$ cat config.mk
export PLATFORM = sky130hd
export DESIGN_NAME = r_serial_tx
export DESIGN_NICKNAME = d
export VERILOG_FILES = /design/src/rtl/r_pkg.sv /design/src/rtl/r_bit_timer.sv /design/src/rtl/r_serial_tx.sv
export SDC_FILE = /design/constraint.sdc
export NUM_CORES = 1
export LEC_CHECK = 0
export BUFFER_PORTS_ARGS = -buffer_cell sky130_fd_sc_hd__buf_2
export CAP_MARGIN = 20
export CORE_MARGIN = 8
export CORE_UTILIZATION = 50
export DETAILED_ROUTE_END_ITERATION = 10
export PLACE_DENSITY_LB_ADDON = 0.3
export SLEW_MARGIN = 20
export SYNTH_ARGS = -nofsm -noshare
export SYNTH_HDL_FRONTEND = slang
export SYNTH_SLANG_ARGS = --single-unit
export TNS_END_PERCENT = 1
$ cat constraint.sdc
create_clock -name clk -period 1.9 [get_ports clk]
set_input_delay 0.38 -clock clk [delete_from_list [all_inputs] [get_ports clk]]
set_output_delay 0.38 -clock clk [all_outputs]
set_load 0.05 [all_outputs]
$ cat src/rtl/r_pkg.sv
// Shared types and line levels for the serial transmitter path.
package r_pkg;

  typedef enum logic [1:0] {
    IDLE  = 2'd0,
    START = 2'd1,
    DATA  = 2'd2,
    STOP  = 2'd3
  } state_t;

  localparam logic IDLE_LEVEL  = 1'b1;
  localparam logic START_LEVEL = 1'b0;
  localparam logic STOP_LEVEL  = 1'b1;

  // Counter width that stays legal when a count range collapses to one value.
  function automatic int cnt_width(input int n);
    return (n < 2) ? 1 : $clog2(n);
  endfunction

endpackage

$ cat src/rtl/r_bit_timer.sv
// Bit-period timer: tick marks the last cycle of each period, pre_tick the cycle before it.
module r_bit_timer
  import r_pkg::*;
#(
  parameter int CLKS_PER_BIT = 4
) (
  input  logic clk,
  input  logic reset,
  input  logic clear,
  output logic tick,
  output logic pre_tick
);

  localparam int CW = cnt_width(CLKS_PER_BIT);
  localparam logic [CW-1:0] LAST = CW'(CLKS_PER_BIT - 1);

  logic [CW-1:0] cnt;

  always_ff @(posedge clk) begin
    if (reset || clear) begin
      cnt <= '0;
    end else if (cnt == LAST) begin
      cnt <= '0;
    end else begin
      cnt <= cnt + 1'b1;
    end
  end

  assign tick = (cnt == LAST);

  // pre_tick lets the parent register a pulse that lands exactly on the tick cycle.
  generate
    if (CLKS_PER_BIT == 1) begin : g_single
      assign pre_tick = 1'b1;
    end else begin : g_multi
      assign pre_tick = !clear && (cnt == CW'(CLKS_PER_BIT - 2));
    end
  endgenerate

endmodule

$ cat src/rtl/r_serial_tx.sv
// Parallel-to-serial transmitter: start bit, WIDTH data bits, stop bit, each CLKS_PER_BIT cycles.
module r_serial_tx
  import r_pkg::*;
#(
  parameter int WIDTH        = 8,
  parameter int CLKS_PER_BIT = 4,
  parameter int MSB_FIRST    = 0
) (
  input  logic             clk,
  input  logic             reset,
  input  logic [WIDTH-1:0] d,
  input  logic             load,
  output logic             ready,
  output logic             tx,
  output logic             busy,
  output logic             done
);

  localparam int BW = cnt_width(WIDTH);
  localparam logic [BW-1:0] LAST_BIT = BW'(WIDTH - 1);

  state_t           state, state_n;
  logic [WIDTH-1:0] shift_q, shift_n, shifted;
  logic [BW-1:0]    bit_cnt, bit_cnt_n;
  logic             tx_n, ready_n, busy_n, done_n;
  logic             accept, tick, pre_tick;

  function automatic logic [WIDTH-1:0] shift_once(input logic [WIDTH-1:0] v);
    if (MSB_FIRST != 0) return v << 1;
    else                return v >> 1;
  endfunction

  function automatic logic head_bit(input logic [WIDTH-1:0] v);
    if (MSB_FIRST != 0) return v[WIDTH-1];
    else                return v[0];
  endfunction

  assign accept = load && ready;

  // Clearing on acceptance aligns every bit period to the accept edge.
  r_bit_timer #(
    .CLKS_PER_BIT(CLKS_PER_BIT)
  ) u_timer (
    .clk     (clk),
    .reset   (reset),
    .clear   (accept),
    .tick    (tick),
    .pre_tick(pre_tick)
  );

  always_ff @(posedge clk) begin
    if (reset) begin
      state   <= IDLE;
      shift_q <= '0;
      bit_cnt <= '0;
      tx      <= IDLE_LEVEL;
      ready   <= 1'b1;
      busy    <= 1'b0;
      done    <= 1'b0;
    end else begin
      state   <= state_n;
      shift_q <= shift_n;
      bit_cnt <= bit_cnt_n;
      tx      <= tx_n;
      ready   <= ready_n;
      busy    <= busy_n;
      done    <= done_n;
    end
  end

  // Outputs are computed one cycle ahead so every port comes straight from a flop.
  always_comb begin
    state_n   = state;
    shift_n   = shift_q;
    bit_cnt_n = bit_cnt;
    tx_n      = tx;
    ready_n   = ready;
    busy_n    = busy;
    shifted   = shift_once(shift_q);

    case (state)
      IDLE: begin
        if (accept) begin
          state_n   = START;
          shift_n   = d;
          bit_cnt_n = '0;
          tx_n      = START_LEVEL;
          ready_n   = 1'b0;
          busy_n    = 1'b1;
        end
      end
      START: begin
        if (tick) begin
          state_n   = DATA;
          bit_cnt_n = '0;
          tx_n      = head_bit(shift_q);
        end
      end
      DATA: begin
        if (tick) begin
          if (bit_cnt == LAST_BIT) begin
            state_n = STOP;
            tx_n    = STOP_LEVEL;
          end else begin
            bit_cnt_n = bit_cnt + 1'b1;
            shift_n   = shifted;
            tx_n      = head_bit(shifted);
          end
        end
      end
      STOP: begin
        if (tick) begin
          state_n = IDLE;
          tx_n    = IDLE_LEVEL;
          ready_n = 1'b1;
          busy_n  = 1'b0;
        end
      end
      default: begin
        state_n = IDLE;
        tx_n    = IDLE_LEVEL;
        ready_n = 1'b1;
        busy_n  = 1'b0;
      end
    endcase

    done_n = (state_n == STOP) && pre_tick;
  end

endmodule

==> results.md, run 1 <==
- Design area: 0.00101 mm^2
- Congestion Overflow GR: 0
- Setup_tns: 0 ps
- Post-route non-filler standard cell count: 131
- Arrival time at the worst endpoint: 1870 ps
- Die height: ~59 um
- Avg Inst Size Synth: slightly below 10 um^2
- WP data required: 2110 ps
- TritonCTS Sinks: 19
- Routability cong.: 0.720
- Final period util: 87.7%
- Via/cell ratio: between 5 and 6
- Maximum clock path buffer count: 2
- Status: finished, final reports clean
- H-tree depth: 1
- Row count: 15
- Leakage power figure: 0.376 nW
- Placed Instances: 127
- Via Count: 744
- Pwr Density: 790 mW/mm^2
- Layout cells sized above 1: 19.8%
- Initial antenna violation count: 0
- Area leader, netlist: dfxtp_1
- Max-slew violations: 0
- Slew HR: roughly two thirds
- PortBufs: 14
- Post-Syn Nets: between 100 and 150
- Clock root cell: clkbuf_4
- DRC viols: 0
- Gr usage total: 11.4%
- Cell Area, Synth: 932 um^2
- Clock slew at reported path FFs: between 100 and 150 ps
- Post-route minimum period: 1670 ps
- Clock skew: 3.19 ps
- Hold crit path type: in2reg
- Initial Util: 53.4%
- First drt pass iteration count: 4
- Mapped Cells: 95
- Antenna viol nets, final: 0
- Multi-input gate area: a little under 500 um^2
- Final WL: between 1500 and 2000 um
- CP Capture Type: register
- Synth top area share: 40.8%
- Register area: 380 um^2
- Placeable Area: 0.00175 mm^2
- Vias in the first global route: 706
- Worst slew pin tran: 496 ps
- Max Cap Viol: 0
- Kind of critical path: reg2reg
- Largest net degree at the start of global routing: 20
- Num ports: 15
- Post-CTS Setup Bufs: 0
- Width of the die: approximately 60 um
- Post-DP HPWL: ~1300 um
- Maximum fanout along the worst path: 10
- Die area: 0.00350 mm^2
- Nets: 122
- Setup violations, final: 0
- Post_cts resized: 0
- First-pass GRT wire length: 3220 um
- Synth-to-layout area growth: 8.32%
- Max IR drop VDD: between 0.3 and 0.4 mV
- Number of CTS-inserted buffers: 3
- Post-DR wirelength/cell: 14.0 um
- Crit start category: register
- DRT iter0 DRCs: 8
- Warnings, synthesis: 0
- Final Hold Fails: 0
- Area contributors post-synth: dfxtp_1 41%, mux2i_1 7.5%, a211oi_1 5.6%, ha_1 5.4%, a21oi_1 3.8%
- #FFs+latches synth: 19
- F_max: 600 MHz
- Worst-skew pair later-pin latency: just under 300 ps
- Hold bufs inserted after CTS: 0
- # diodes: 0
- Sequential fraction of the synthesis area: 40.8%
- Placed instance area: 983 um^2
- RSZ-0062 raised after global routing: no
- Layout fillers: 163
- CTS tree: yes
- Synth unique cells: 31
- Total power: 0.798 mW
## critical path, stage by stage (launching register included)
cell and delay [ps]:
dfxtp_1 340, ha_1 200, ha_1 210, and4bb_1 510
nor3_1 80, a211oi_1 240
## worst paths after layout
path	to	from	slack [ps]	depth (start not counted)
worst min register to register	shift_q[7]$_SDFFE_PP0P_	shift_q[7]$_SDFFE_PP0P_	480	2
worst min-delay path	shift_q[7]$_SDFFE_PP0P_	d[7]	310	3
worst max-delay path	shift_q[2]$_SDFFE_PP0P_	bit_cnt[0]$_SDFFE_PP0P_	230	5
worst max register to register	shift_q[2]$_SDFFE_PP0P_	bit_cnt[0]$_SDFFE_PP0P_	230	5
## cell families (layout without fill, tap and decap cells)
logic type               after synthesis  after routing  synth area share, %
AO/OA/AOI/OAI                         25             25                 18.3
buffers and inverters                 10             21                 6.98
multiplexers                           7              7                 7.52
adder cells (fa/ha/maj)                4              4                 5.37
flip-flops                            19             19                 40.8
AND/OR/NAND/NOR                       30             30                 21.1
## synthesized netlist by cell type
master and n:
o31ai_1 1, nor4b_1 1, and4bb_1 2, nand3b_1 2, buf_6 2, o21bai_1 1
mux2i_1 7, buf_4 3, nand4bb_1 2, inv_1 2, a31o_2 1, nand3_1 1
a21bo_2 1, buf_2 1, and4_1 1, clkbuf_1 2, a2111oi_0 2, o21ai_1 1
nor3_1 7, a31oi_1 1, o21ba_2 1, a21oi_1 7, o21ai_0 2, dfxtp_1 19
nor3b_1 1, nand2_1 6, nand2b_1 3, nand4b_1 1, nand4_1 3, ha_1 4
a211oi_1 7
## registers in the layout, summed over array words and instances, names as in the netlist
name and flops:
tx 1, done 1, u_timer.cnt 2, shift_q 8
busy 1, state 2, bit_cnt 3, ready 1
## layer usage
layer  track usage [%]  vias up  wire length [um]
met5                 0        -                 0
met4              4.10        0                10
met3              2.17        2                72
met2              16.7       16               815
met1              15.9      345               931
li1                  -      381                 -
## final cells by class
cell class	count	share of cell area (%)
inverter	2	0.743
sequential	19	37.7
clock buffer	4	2.60
tap	25	3.10
timing repair buffer	15	7.68
multi-input combinational	66	48.2
## cells in the final DEF, fill, tap and decap left out
| master | instances |
|---|---|
| dfxtp_1 | 19 |
| buf_2 | 14 |
| mux2i_1 | 7 |
| nor3_1 | 7 |
| a211oi_1 | 7 |
| a21oi_1 | 7 |
| nand2_1 | 6 |
| ha_1 | 4 |
| nand2b_1 | 3 |
| nand4_1 | 3 |
| clkbuf_4 | 3 |
| inv_1 | 2 |
| and4bb_1 | 2 |
| o21ai_0 | 2 |
| nand4bb_1 | 2 |
| nand3b_1 | 2 |
| a2111oi_0 | 2 |
| nand4b_1 | 1 |
| o21ba_2 | 1 |
| nor4b_1 | 1 |
| nor3b_1 | 1 |
| o21ai_1 | 1 |
| a31o_2 | 1 |
| a31oi_1 | 1 |
| o31ai_1 | 1 |
| a21bo_2 | 1 |
| and4_1 | 1 |
| nand3_1 | 1 |
| o21bai_1 | 1 |
| clkbuf_1 | 1 |
| buf_4 | 1 |
## per-stage QoR
stage                     util (%)  setup WS, ps  hold slack (ps)
final                         57.8           234              309
after global routing          57.8          77.9              316
after CTS                     57.8           231              309
after detailed placement      56.3           253              470
after global placement        56.3           342              453
after floorplan                  -           463              438
## where the power goes
part           leakage [nW]  switching, mW  total [mW]  internal, mW
registers             0.156         0.0270       0.456         0.429
clock network        0.0150          0.126       0.207        0.0816
logic                 0.204         0.0806       0.135        0.0540
total                 0.376          0.233       0.798         0.564
Power figures use the tool's default switching activity.
==> run 2: changes to the inputs <==
--- a/config.mk
+++ b/config.mk
@@ -9,6 +9,7 @@
 export CAP_MARGIN = 20
 export CORE_MARGIN = 8
 export CORE_UTILIZATION = 50
+export CTS_BUF_LIST = sky130_fd_sc_hd__clkbuf_2
 export DETAILED_ROUTE_END_ITERATION = 10
 export PLACE_DENSITY_LB_ADDON = 0.3
 export SLEW_MARGIN = 20
==> results.md, run 2 (synthesized netlist as in run 1, its figures left out) <==
- Via Count: 734
- Setup violations, final: 0
- Post-DP HPWL: 1270 um
- Post-CTS Setup Bufs: 0
- Synth-to-layout area growth: 7.65%
- Worst reg2reg path depth: 5
- Clock slew at reported path FFs: 180 ps
- Max-slew violations: 0
- Via/cell ratio: approximately 5.6
- Max Cap Viol: 0
- RSZ-0062 raised after global routing: no
- Row count: 15
- Vias in the first global route: 710
- Number of CTS-inserted buffers: 3
- F_max: 595 MHz
- Max IR drop VDD: 0.451 mV
- Setup_tns: 0 ps
- Post_cts resized: 0
- Width of the die: just under 60 um
- Die area: 0.00350 mm^2
- Biggest register: shift_q
- Congestion Overflow GR: 0
- Slew HR: between 60% and 70%
- Hold Startpoint: d[7]
- Status: finished, final reports clean
- H-tree depth: 1
- Gr usage total: between 10% and 20%
- Maximum fanout along the worst path: 10
- Clock root cell: clkbuf_2
- Routability cong.: ~0.72
- Leakage power figure: 0.377 nW
- R2r endpoint: shift_q[2]$_SDFFE_PP0P_
- Reg-to-reg slack, setup: 220 ps
- Leading registers by flop count: shift_q: 8 flops, bit_cnt: 3 flops
- Post-route minimum period: 1680 ps
- DRT iter0 DRCs: 5
- Layout fillers: 165
- Final Hold Fails: 0
- Worst slew pin tran: 481 ps
- Antenna viol nets, final: 0
- Crit start category: register
- Hold_ws: between 200 and 300 ps
- Hold crit path type: in2reg
- CP Capture Type: register
- Hold EP: shift_q[7]$_SDFFE_PP0P_
- CTS tree: yes
- Maximum clock path buffer count: 2
- First-pass GRT wire length: 3220 um
- Largest net degree at the start of global routing: 20
- Nets: 122
- Hold bufs inserted after CTS: 0
- Most frequent cells in the layout: 19 x dfxtp_1, 14 x buf_2
- # diodes: 0
- Kind of critical path: reg2reg
- Worst r2r src: bit_cnt[0]$_SDFFE_PP0P_
- Final WL: between 1500 and 2000 um
- Pwr Density: 771 mW/mm^2
- Design area: ~0.0010 mm^2
- Final period util: approximately 88%
- Arrival time at the worst endpoint: 1910 ps
- Layout cells sized above 1: 20.8%
- PortBufs: 14
- Num ports: 15
- Post-DR wirelength/cell: 13.8 um
- First drt pass iteration count: 4
- Max FFs per register: 8
- Worst-skew pair later-pin latency: 310 ps
- TritonCTS Sinks: 19
- Initial Util: 53.4%
- Clock skew: 5.94 ps
- Placed instance area: 983 um^2
- Hold Crit Depth: 3
- Initial antenna violation count: 0
- Die height: 59.2 um
- WP data required: 2130 ps
- Leading cell type in the layout, fill and taps excluded: dfxtp_1
- Placeable Area: 0.00175 mm^2
- DRC viols: 0
[run 2: routing by layer]
metal	track usage [%]	up-vias	part of all wire (%)
met1	15.7	337	52
met5	0	-	0
met4	6.14	0	1.9
met2	16.5	11	42
li1	-	381	-
met3	2.17	5	3.3
[run 2: cell type report]
cell class	count	area, um^2	share of cell area (%)
inverters	2	7.51	0.748
well taps	25	31.3	3.12
repair buffers	15	77.6	7.73
multi-input cells	66	487	48.5
flip-flops and latches	19	380	37.9
clock buffers	4	20.0	2.00
[run 2: worst max-delay path, stage by stage, from the launching register on]
cell and delay [ps]:
dfxtp_1 360, ha_1 200, ha_1 210, and4bb_1 510, nor3_1 80, a211oi_1 240
[run 2: per-stage QoR]
step	setup slack [ps]	util, %	power (mW)	std cells
finish	219	57.5	0.773	131
CTS	221	57.5	0.778	131
detailed placement	253	56.3	0.598	127
global route	64.4	57.5	0.806	131
floorplan	463	-	0.568	95
global placement	342	56.3	0.595	127
[run 2: how the worst max path moves through the flow]
stage	slack, ps	cells past startpoint	endpoint	from
detailed placement	250	5	shift_q[2]$_SDFFE_PP0P_	bit_cnt[0]$_SDFFE_PP0P_
floorplan	460	3	shift_q[1]$_SDFFE_PP0P_	ready$_SDFFE_PP1P_
finish	220	5	shift_q[2]$_SDFFE_PP0P_	bit_cnt[0]$_SDFFE_PP0P_
global placement	340	5	shift_q[0]$_SDFFE_PP0P_	bit_cnt[0]$_SDFFE_PP0P_
global route	60	4	shift_q[2]$_SDFFE_PP0P_	u_timer.cnt[0]$_SDFF_PP0_
CTS	220	5	shift_q[2]$_SDFFE_PP0P_	bit_cnt[0]$_SDFFE_PP0P_
[run 2: report_power, final]
group	switching, mW	internal (mW)
combinational	0.0797	0.0540
clock	0.128	0.0557
sequential	0.0268	0.429
